[src/rtl/icache_pkg.sv]
// icache_pkg: shared types, constants and address-field width helpers for the
// direct-mapped instruction cache.
//   state_e        : controller states (IDLE, MISS, FILL)
//   NOP_INSTR      : instruction returned whenever fetch is not ready/disabled
//   LINE_WORDS     : 32-bit words per cache line
//   LINE_BITS      : line width in bits
//   offset_w/index_w/tag_w : address field widths for a given line count
package icache_pkg;

  typedef enum logic [1:0] {
    ST_IDLE = 2'd0,
    ST_MISS = 2'd1,
    ST_FILL = 2'd2
  } state_e;

  localparam logic [31:0] NOP_INSTR  = 32'h0000_0013;  // addi x0, x0, 0
  localparam int          LINE_WORDS = 4;
  localparam int          LINE_BITS  = 128;
  localparam int          ADDR_BITS  = 32;

  // Byte-offset bits inside one line: 2 byte-select + word-select bits.
  function automatic int offset_w();
    return $clog2(LINE_WORDS) + 2;
  endfunction

  function automatic int index_w(input int lines);
    return $clog2(lines);
  endfunction

  function automatic int tag_w(input int lines);
    return ADDR_BITS - offset_w() - index_w(lines);
  endfunction

endpackage

[src/rtl/icache_array.sv]
// icache_array: tag, valid and data storage for the direct-mapped cache.
// Ports:
//   clk_i, rst_i      : clock, asynchronous active-high reset (valid bits only)
//   flush_i           : clear every valid bit at the next edge (beats a write)
//   rd_idx_i          : combinational read index
//   rd_valid_o/rd_tag_o/rd_data_o : contents of the addressed line
//   wr_en_i, wr_idx_i, wr_tag_i, wr_data_i : single write port; sets valid
module icache_array
  import icache_pkg::*;
#(
  parameter  int LINES = 16,
  localparam int IDX_W = index_w(LINES),
  localparam int TAG_W = tag_w(LINES)
) (
  input  logic                 clk_i,
  input  logic                 rst_i,
  input  logic                 flush_i,
  input  logic [IDX_W-1:0]     rd_idx_i,
  output logic                 rd_valid_o,
  output logic [TAG_W-1:0]     rd_tag_o,
  output logic [LINE_BITS-1:0] rd_data_o,
  input  logic                 wr_en_i,
  input  logic [IDX_W-1:0]     wr_idx_i,
  input  logic [TAG_W-1:0]     wr_tag_i,
  input  logic [LINE_BITS-1:0] wr_data_i
);

  // Tag and data carry no reset; a line is only trusted through its valid bit.
  logic [TAG_W-1:0]     tag_q  [LINES];
  logic [LINE_BITS-1:0] data_q [LINES];
  wire  [LINES-1:0]     valid_w;

  always_ff @(posedge clk_i) begin
    if (wr_en_i) begin
      tag_q[wr_idx_i]  <= wr_tag_i;
      data_q[wr_idx_i] <= wr_data_i;
    end
  end

  // One flop per line so flush can clear them all in a single edge.
  for (genvar gi = 0; gi < LINES; gi++) begin : g_valid
    logic valid_q;
    always_ff @(posedge clk_i or posedge rst_i) begin
      if (rst_i) begin
        valid_q <= 1'b0;
      end else if (flush_i) begin
        valid_q <= 1'b0;
      end else if (wr_en_i && (wr_idx_i == IDX_W'(gi))) begin
        valid_q <= 1'b1;
      end
    end
    assign valid_w[gi] = valid_q;
  end

  // Combinational read keeps hits zero-latency.
  assign rd_valid_o = valid_w[rd_idx_i];
  assign rd_tag_o   = tag_q[rd_idx_i];
  assign rd_data_o  = data_q[rd_idx_i];

endmodule

[src/rtl/icache_ctrl.sv]
// icache_ctrl: direct-mapped instruction cache controller with one
// outstanding line refill.
// Ports:
//   clk_i, rst_i  : clock, asynchronous active-high reset
//   enable_i      : fetch enable
//   pc_i          : fetch address
//   flush_i       : invalidate all lines (fence.i)
//   instr_o       : fetched instruction, NOP while stalled or disabled
//   stall_o       : fetch not ready
//   mem_req_o     : refill request, held until mem_ack_i
//   mem_addr_o    : line-aligned refill address
//   mem_ack_i     : one-cycle refill-data-valid pulse
//   mem_data_i    : refill line, word 0 in bits [31:0]
//   miss_cnt_o    : saturating miss counter
module icache_ctrl
  import icache_pkg::*;
#(
  parameter int LINES      = 16,
  parameter int LINE_WORDS = icache_pkg::LINE_WORDS
) (
  input  logic                 clk_i,
  input  logic                 rst_i,
  input  logic                 enable_i,
  input  logic [31:0]          pc_i,
  input  logic                 flush_i,
  output logic [31:0]          instr_o,
  output logic                 stall_o,
  output logic                 mem_req_o,
  output logic [31:0]          mem_addr_o,
  input  logic                 mem_ack_i,
  input  logic [LINE_BITS-1:0] mem_data_i,
  output logic [15:0]          miss_cnt_o
);

  localparam int IDX_W  = index_w(LINES);
  localparam int TAG_W  = tag_w(LINES);
  localparam int OFF_W  = offset_w();
  localparam int WSEL_W = $clog2(LINE_WORDS);

  state_e      state_q, state_d;
  logic [31:0] mem_addr_q, mem_addr_d;
  logic [15:0] miss_cnt_q, miss_cnt_d;
  // Set when a flush lands while the refill is outstanding: the returning
  // line predates the flush and must not become valid.
  logic        discard_q, discard_d;

  logic [WSEL_W-1:0]    pc_wsel;
  logic [IDX_W-1:0]     pc_idx, fill_idx;
  logic [TAG_W-1:0]     pc_tag, fill_tag;
  logic                 rd_valid;
  logic [TAG_W-1:0]     rd_tag;
  logic [LINE_BITS-1:0] rd_data;
  logic                 hit;
  logic                 fill_we;
  logic                 unused_bits;

  assign pc_wsel  = pc_i[2 +: WSEL_W];
  assign pc_idx   = pc_i[OFF_W +: IDX_W];
  assign pc_tag   = pc_i[OFF_W+IDX_W +: TAG_W];
  // Fill location comes from the latched address, not pc_i, which may move.
  assign fill_idx = mem_addr_q[OFF_W +: IDX_W];
  assign fill_tag = mem_addr_q[OFF_W+IDX_W +: TAG_W];
  assign unused_bits = ^pc_i[1:0];

  icache_array #(.LINES(LINES)) u_array (
    .clk_i     (clk_i),
    .rst_i     (rst_i),
    .flush_i   (flush_i),
    .rd_idx_i  (pc_idx),
    .rd_valid_o(rd_valid),
    .rd_tag_o  (rd_tag),
    .rd_data_o (rd_data),
    .wr_en_i   (fill_we),
    .wr_idx_i  (fill_idx),
    .wr_tag_i  (fill_tag),
    .wr_data_i (mem_data_i)
  );

  assign hit = (state_q == ST_IDLE) && enable_i && rd_valid && (rd_tag == pc_tag);

  always_comb begin
    state_d    = state_q;
    mem_addr_d = mem_addr_q;
    miss_cnt_d = miss_cnt_q;
    discard_d  = discard_q;
    fill_we    = 1'b0;
    mem_req_o  = 1'b0;
    stall_o    = 1'b0;
    instr_o    = NOP_INSTR;
    unique case (state_q)
      ST_IDLE: begin
        discard_d = 1'b0;
        if (enable_i) begin
          if (hit) begin
            instr_o = rd_data[{pc_wsel, 5'd0} +: 32];
          end else begin
            stall_o    = 1'b1;
            mem_addr_d = {pc_i[31:OFF_W], {OFF_W{1'b0}}};
            if (miss_cnt_q != 16'hFFFF) begin
              miss_cnt_d = miss_cnt_q + 16'd1;
            end
            state_d = ST_MISS;
          end
        end
      end
      ST_MISS: begin
        stall_o   = 1'b1;
        mem_req_o = 1'b1;
        if (flush_i) begin
          discard_d = 1'b1;
        end
        if (mem_ack_i) begin
          // A flush in the ack cycle also discards the line.
          fill_we = !(discard_q || flush_i);
          state_d = ST_FILL;
        end
      end
      ST_FILL: begin
        stall_o = 1'b1;
        state_d = ST_IDLE;
      end
      default: begin
        state_d = ST_IDLE;
      end
    endcase
  end

  always_ff @(posedge clk_i or posedge rst_i) begin
    if (rst_i) begin
      state_q    <= ST_IDLE;
      mem_addr_q <= '0;
      miss_cnt_q <= '0;
      discard_q  <= 1'b0;
    end else begin
      state_q    <= state_d;
      mem_addr_q <= mem_addr_d;
      miss_cnt_q <= miss_cnt_d;
      discard_q  <= discard_d;
    end
  end

  assign mem_addr_o = mem_addr_q;
  assign miss_cnt_o = miss_cnt_q;

endmodule

[config.mk]
export PLATFORM = sky130hd
export DESIGN_NAME = icache_ctrl
export DESIGN_NICKNAME = d
export VERILOG_FILES = /design/src/rtl/icache_pkg.sv /design/src/rtl/icache_array.sv /design/src/rtl/icache_ctrl.sv
export SDC_FILE = /design/constraint.sdc
export NUM_CORES = 2
export LEC_CHECK = 0
export BUFFER_PORTS_ARGS = -buffer_cell sky130_fd_sc_hd__buf_4
export CELL_PAD_IN_SITES_DETAIL_PLACEMENT = 1
export CELL_PAD_IN_SITES_GLOBAL_PLACEMENT = 2
export CORE_MARGIN = 10
export CORE_UTILIZATION = 39
export CTS_CLUSTER_DIAMETER = 50
export DETAILED_ROUTE_END_ITERATION = 10
export PLACE_DENSITY = 0.74
export SYNTH_ARGS = -nofsm -noshare
export SYNTH_HDL_FRONTEND = slang
export SYNTH_SLANG_ARGS = --single-unit
export TNS_END_PERCENT = 1
[constraint.sdc]
create_clock -name clk_i -period 15.4 [get_ports clk_i]
set_clock_uncertainty 0.1 [all_clocks]
set_input_delay 0.77 -clock clk_i [delete_from_list [all_inputs] [get_ports clk_i]]
set_output_delay 0.77 -clock clk_i [all_outputs]
set_load 0.05 [all_outputs]
Word level (Yosys, flattened, before mapping)
Memories as Yosys holds them, arrays and structs flattened.
Index checks and enable logic that the tools add are counted.
{"block": "totals", "regBits": 63, "latch_bits": 0, "mem_count": 2, "input_bits": 165, "mem_bits_rw": 2432, "mem_bits_ro": 0}
{"block": "classes", "addsub": 1, "n_eq_ne": 23, "shift": 1, "div": 0, "mux": 51, "reduce_logical": 45, "mul": 0, "n_lt_le_gt_ge": 1, "bitwise": 1}
{"memory": "u_array.data_q", "depth": 16, "width": 128, "read_ports": 1, "rd_ports_with_merged_regs": 0, "write_ports": 1, "line_no": "icache_array.sv:30", "source": "logic [LINE_BITS-1:0] data_q [LINES];"}
{"memory": "u_array.tag_q", "depth": 16, "width": 24, "read_ports": 1, "rd_ports_with_merged_regs": 0, "write_ports": 1, "line_no": "icache_array.sv:29", "source": "logic [TAG_W-1:0] tag_q [LINES];"}
{"cell": "indexed part select 128 x 8 -> 32 bit", "n": 1}
{"cell": "two-way mux 32 bit", "n": 3}
{"cell": "two-way mux 1 bit", "n": 41}
{"cell": "nonzero test 2 bit", "n": 17}
{"cell": "equality test 4 bit, second input constant", "n": 8}
{"cell": "equality test 24 bit", "n": 1}
{"cell": "logical AND 1 bit", "n": 19}
{"cell": "adder 16 x 1 -> 16 bit, second input constant", "n": 1}
{"cell": "equality test 4 x 3 -> 1 bit, second input constant", "n": 4}
{"cell": "inequality test 16 bit, second input constant", "n": 1}
{"cell": "equality test 4 x 2 -> 1 bit, second input constant", "n": 2}
{"cell": "inequality test 2 bit, second input constant", "n": 4}
{"cell": "two-way mux 2 bit", "n": 3}
{"cell": "AND reduction 3 bit", "n": 2}
{"cell": "< comparator 4 x 5 -> 1 bit, second input constant", "n": 1}
{"cell": "binary-select mux 1 bit (select 4 bit)", "n": 1}
{"cell": "equality test 4 x 1 -> 1 bit, second input constant", "n": 1}
{"cell": "zero test 4 bit", "n": 1}
{"cell": "one-hot mux 1 bit (2 select lines)", "n": 2}
{"cell": "one-hot mux 2 bit (2 select lines)", "n": 1}
{"cell": "AND reduction 4 bit", "n": 1}
{"cell": "equality test 2 x 1 -> 1 bit, second input constant", "n": 1}
{"cell": "equality test 2 bit, second input constant", "n": 1}
{"cell": "zero test 2 bit", "n": 1}
{"cell": "other kinds (5)", "n": 5}

Logic depth before layout (Yosys ltp)
{"block": "logic_depth", "word_depth": 7, "ltp_mapped": 14, "mapped_depth_nobuf": 10}

Cells and area by module
A second synthesis with hierarchy kept.
{"block": "unflattened", "cells_unflattened": 4196, "area_unflattened_um2": 95396.5}
{"mod": "icache_array", "cells_per_inst": 3930, "seq_area_each_um2": 73430.4, "instances": 1, "area_per_inst_um2": 91950.7}
{"mod": "icache_ctrl", "cells_per_inst": 266, "seq_area_each_um2": 1176.1, "instances": 1, "area_per_inst_um2": 3445.8}

Worst setup path before layout
No wires, ideal clock.
{"block": "synth_path", "kind": "reg-to-reg", "startpoint": "register state_q[1]", "endpoint": "memory u_array.data_q[4][0], enable pin", "setup_time_ns": 0.851, "required_ns": 14.449, "n_path_buf": 0, "setup_slack_ns": 2.627, "arrival_ns": 11.821, "path_stages_with_launch": 7, "cell_sequence": "dfrtp_1 -> inv_1 -> ha_1 -> nand2_1 -> nor4_1 -> nand2_1 -> nor3_1"}
{"block": "synth_via", "elab_chain_len": 4}
{"item": "start: declaration", "line_no": "icache_ctrl.sv:40", "source": "state_e state_q, state_d;"}
{"item": "start signal: assignment", "line_no": "icache_ctrl.sv:135", "source": "state_q <= state_d;"}
{"item": "equality test 2 x 1 -> 1 bit", "line_no": "icache_ctrl.sv:90", "source": "unique case (state_q)"}
{"item": "two-way mux 1 bit", "line_no": "icache_ctrl.sv:90"}
{"item": "two-way mux 1 bit", "line_no": "icache_array.sv:34", "source": "if (wr_en_i) begin"}
{"item": "two-way mux 1 bit (implied by the code)", "line_no": "icache_array.sv:36", "source": "data_q[wr_idx_i] <= wr_data_i;"}
{"item": "end: declaration", "line_no": "icache_array.sv:30"}
Every way passes these cells.

Final worst setup path
{"block": "layout_path", "startpoint": "input pc_i[4]", "endpoint": "output instr_o[13]"}
{"block": "layout_via", "elab_chain_len": 7, "elab_cells_between_ends": 11, "classes_between": "eq/ne (1); shift (1); mux (5); reduce/logical (2); memory (2)"}
{"item": "start: declaration", "line_no": "icache_ctrl.sv:24", "source": "input logic [31:0] pc_i,"}
{"item": "parallel branches: the longest is 4 deep, another holds memory (16 x 128 bit)"}
{"item": "two-way mux 32 bit (*)", "line_no": "icache_ctrl.sv:94", "source": "if (hit) begin"}
{"item": "two-way mux 32 bit (*)", "line_no": "icache_ctrl.sv:93", "source": "if (enable_i) begin"}
{"item": "two-way mux 32 bit (*)", "line_no": "icache_ctrl.sv:90"}
{"item": "end: declaration", "line_no": "icache_ctrl.sv:26", "source": "output logic [31:0] instr_o,"}
Mark *: on every way between the ends. The select of a mux whose other input is x is not followed.

==> flow_metrics.py <==
metrics = {
    "floorplan": {
        "die_w_microns": 515.2,
        "io_pins": 247,
        "num_rows": 181,
        "die_h_microns": 515.2,
        "core_area_sq_mm": 0.2437,
        "start_util": 0.3924,
        "dieArea_sq_mm": 0.2654,
    },
    "power_and_ir_drop": {
        "p_clk_frac": 0.394,
        "swShare": 0.2307,
        "p_switching_mw": 3.469,
        "p_seq_frac": 0.531,
        "powerDensity_mw_per_mm2": 137.3,
        "internal-power_mw": 11.57,
        "leakage_nw": 34.39,
        "ir_drop_mv": 0.1027,
        "power_frac_comb": 0.074,
    },
    "grt": {
        "grtUsageTotal": 0.1750,
        "grt_use_met2": 0.2807,
        "grt_use_met3": 0.03694,
        "grt_max_degree": 139,
        "overflow": 0,
        "use_met1": 0.2363,
        "antenna_found_initial": 65,
        "first_global_vias": 46510,
        "grt_pass1_wl_mm": 339.7,
        "grt_busiest_layer": "met2",
    },
    "synthesis": {
        "synth_most_common_cell": "edfxtp_1",
        "synth_area_sq_mm": 0.09563,
        "ys_seq_area_frac": 0.7802,
        "postSynthAreaPerCell_sq_um": 24.65,
        "synth.area.top_cells": "edfxtp_1 76%, mux4_2 18%, dfrtp_1 1.6%",
        "yosys.area.top_type": "edfxtp_1",
        "synth_commonest_cells": "2432 x edfxtp_1, 748 x mux4_2, 74 x clkbuf_1",
        "ys_seq_elements": 2495,
        "synth_ff_type": "edfxtp_1",
        "yosysUniqueCellTypes": 65,
        "synth_edf_count": 2432,
        "synth_top_area_share": 0.7637,
        "synthCells": 3879,
        "async_flop_share": 0.02525,
        "synth_warnings": 0,
    },
    "routing": {
        "drtIter0Drc": 4238,
        "dr.pass1.iters": 5,
        "via_count": 43330,
        "ant_nets": 0,
        "drc": 0,
        "drt_wl_total_mm": 235.9,
        "post_drt_wl_per_cell_microns": 30.66,
        "vias_per_cell": 5.632,
    },
    "outcome": {
        "status": "completed",
    },
    "layout": {
        "syn_to_final_growth_pct": 14.54,
        "seq_area_sq_mm": 0.07461,
        "layout.nets": 4427,
        "drive_above_1_share": 0.3353,
        "multi_input_area_sq_mm": 0.02013,
        "fillers": 21890,
    },
    "cts": {
        "clkTransAtPathRegs_ps": 60,
        "clk-insertion-delay-late_ps": 880,
        "clk_path_buf_depth": 3,
        "cts_tree": "done",
        "htreeDepth": 4,
        "root_buffer": "clkbuf_16",
        "cts-buffers-inserted": 240,
        "clock_sinks": 2495,
    },
    "placed_design": {
        "dp_slack_ps": 7696,
        "port_buffers": 240,
        "place.detailed.hpwl_mm": 127.3,
        "routabilityCongestion": 0.7071,
    },
    "worst_setup_path": {
        "critPathKind": "primary input to output pin",
        "r2r-start": "state_q[1]",
        "end_kind": "output pin",
        "reg2reg_setup_slack_ps": 10410,
        "critPathMostFrequentCell": "buf_4",
        "r2r_cells": 9,
        "crit_path_max_incr_delay_ps": 900,
        "arrival_ps": 6580,
        "cp_max_fo": 67,
        "cp-startpoint": "pc_i[4]",
        "crit_chain": "buf_8 > buf_4 > buf_4 > buf_4 > buf_4 > mux4_2 > mux4_2 > mux4_2 > nor2b_1 > buf_4",
        "worst_setup_path_start_kind": "primary input",
        "endpoint": "instr_o[13]",
        "cpMaxStageDelayCell": "buf_4",
        "critical_path_required_ps": 14530,
        "reg2reg_to": "u_array.data_q[15][47]",
    },
    "timing": {
        "max_freq_mhz": 134.2,
        "maxSlewViolCount": 0,
        "rsz0062_at_grt": "false",
        "worst_slack_ps": 7948,
        "hold_viol_final": 0,
        "worst_slew_pin_slew_ps": 1143,
        "setup_viol": 0,
        "tns_ps": 0,
        "slew_headroom": 0.2378,
        "min_period_over_period": 0.4839,
        "period_needed_ps": 7452,
    },
    "worst_hold_path": {
        "hold_path_class": "primary input to flop",
    },
    "flow_run": {
        "max-cap-violations": 0,
    },
}
-- through the flow --
stage	cell area, sq um	util	std cells	total power [mW]	hold slack [ps]
global placement	101400	0.4160	7207	9.226	376.7
CTS	109500	0.4493	7670	15.18	0.6767
floorplan	95640	-	3882	8.781	360.8
global route	109500	0.4494	7683	15.53	36.66
finish	109500	0.4495	7694	15.04	70.81
detailed placement	101400	0.4160	7207	9.276	386.9
-- repair_timing --
item,in CTS,in global routing
hold endpoints to repair,11,0
buffers inserted,0,0
resized for setup,0,0
hold buffers,11,0
-- critical path, delay by kind of cell --
family | cells | cell delay, ps
buffers and inverters | 6 | 3780
muxes | 3 | 1640
and+or+nand+nor | 1 | 190
-- sequential cells by signal (all words and copies together), names as in the netlist --
name,count
discard_q,1
mem_addr_o,28
miss_cnt_o,16
state_q,2
u_array.data_q,2048
u_array.g_valid.valid_q,16
u_array.tag_q,384
-- kinds of logic after synthesis --
group / after synthesis / share of synthesized area
buffers and inverters: 216 / 0.01058
AO/OA/AOI/OAI: 81 / 0.006084
XOR/XNOR: 34 / 0.003114
flip-flops: 2495 / 0.7802
other: 1 / 0.00003921
AND/OR/NAND/NOR: 197 / 0.01119
adder cells (fa/ha/maj): 4 / 0.0005234
multiplexers: 851 / 0.1883
-- metal layers --
metal  up-vias  part of all wire
met1     23840              0.41
met5         -            0.0014
met3       431             0.065
met4        50             0.033
li1      17580                 -
met2      1432              0.49
-- area by class of cell --
type / count / area share
clock inverters: 175 / 0.01660
multi-input cells: 1171 / 0.1838
flip-flops and latches: 2495 / 0.6811
diodes: 24 / 0.0005483
repair buffers: 336 / 0.02460
clock buffers: 277 / 0.05628
inverters: 14 / 0.0004798
well taps: 3202 / 0.03658
-- worst min-delay path by stage --
| stage | cells past startpoint | endpoint | slack [ps] | start |
|---|---|---|---|---|
| 2_1_floorplan | 2 | u_array.g_valid[10].valid_q | 360 | u_array.g_valid[10].valid_q |
| 4_1_cts | 1 | u_array.data_q[6][112] | 0.7 | mem_data_i[112] |
| 3_3_place_gp | 1 | miss_cnt_o[8] | 380 | miss_cnt_o[8] |
| 3_5_place_dp | 2 | u_array.g_valid[10].valid_q | 390 | u_array.g_valid[10].valid_q |
| 5_1_grt | 2 | mem_addr_o[21] | 40 | pc_i[21] |
| 6_report | 2 | mem_addr_o[14] | 70 | pc_i[14] |
-- power by group through the flow --
stage / logic, mW / registers [mW] / clock network (mW)
floorplan: 0.558 / 8.22 / 0
global placement: 1.12 / 8.11 / 0
detailed placement: 1.14 / 8.14 / 0
CTS: 1.14 / 7.99 / 6.05
global route: 1.19 / 8.02 / 6.32
finish: 1.12 / 7.99 / 5.93
-- cells in the final DEF (no fill, tap or decap), drive strengths merged, types with 5 or more instances in the layout --
cell type / Yosys / layout
nor2: 56 / 56
xnor2: 24 / 24
and3: 10 / 10
mux4: 749 / 749
nand2: 24 / 24
a22oi: 14 / 14
a22o: 5 / 5
dfrtp: 63 / 63
clkinvlp: 0 / 9
bufinv: 0 / 29
a31oi: 5 / 5
nand2b: 9 / 9
a211oi: 7 / 7
clkbuf: 75 / 278
xor2: 10 / 10
dlygate4sd3: 0 / 11
o22ai: 6 / 6
edfxtp: 2432 / 2432
a21oi: 17 / 17
nor3: 12 / 12
mux2i: 66 / 66
nand3: 16 / 16
clkinv: 0 / 122
nor2b: 35 / 35
inv: 14 / 29
mux2: 36 / 36
nand4: 11 / 11
diode: 0 / 24
buf: 127 / 324
(Power assumes the default switching activity.)
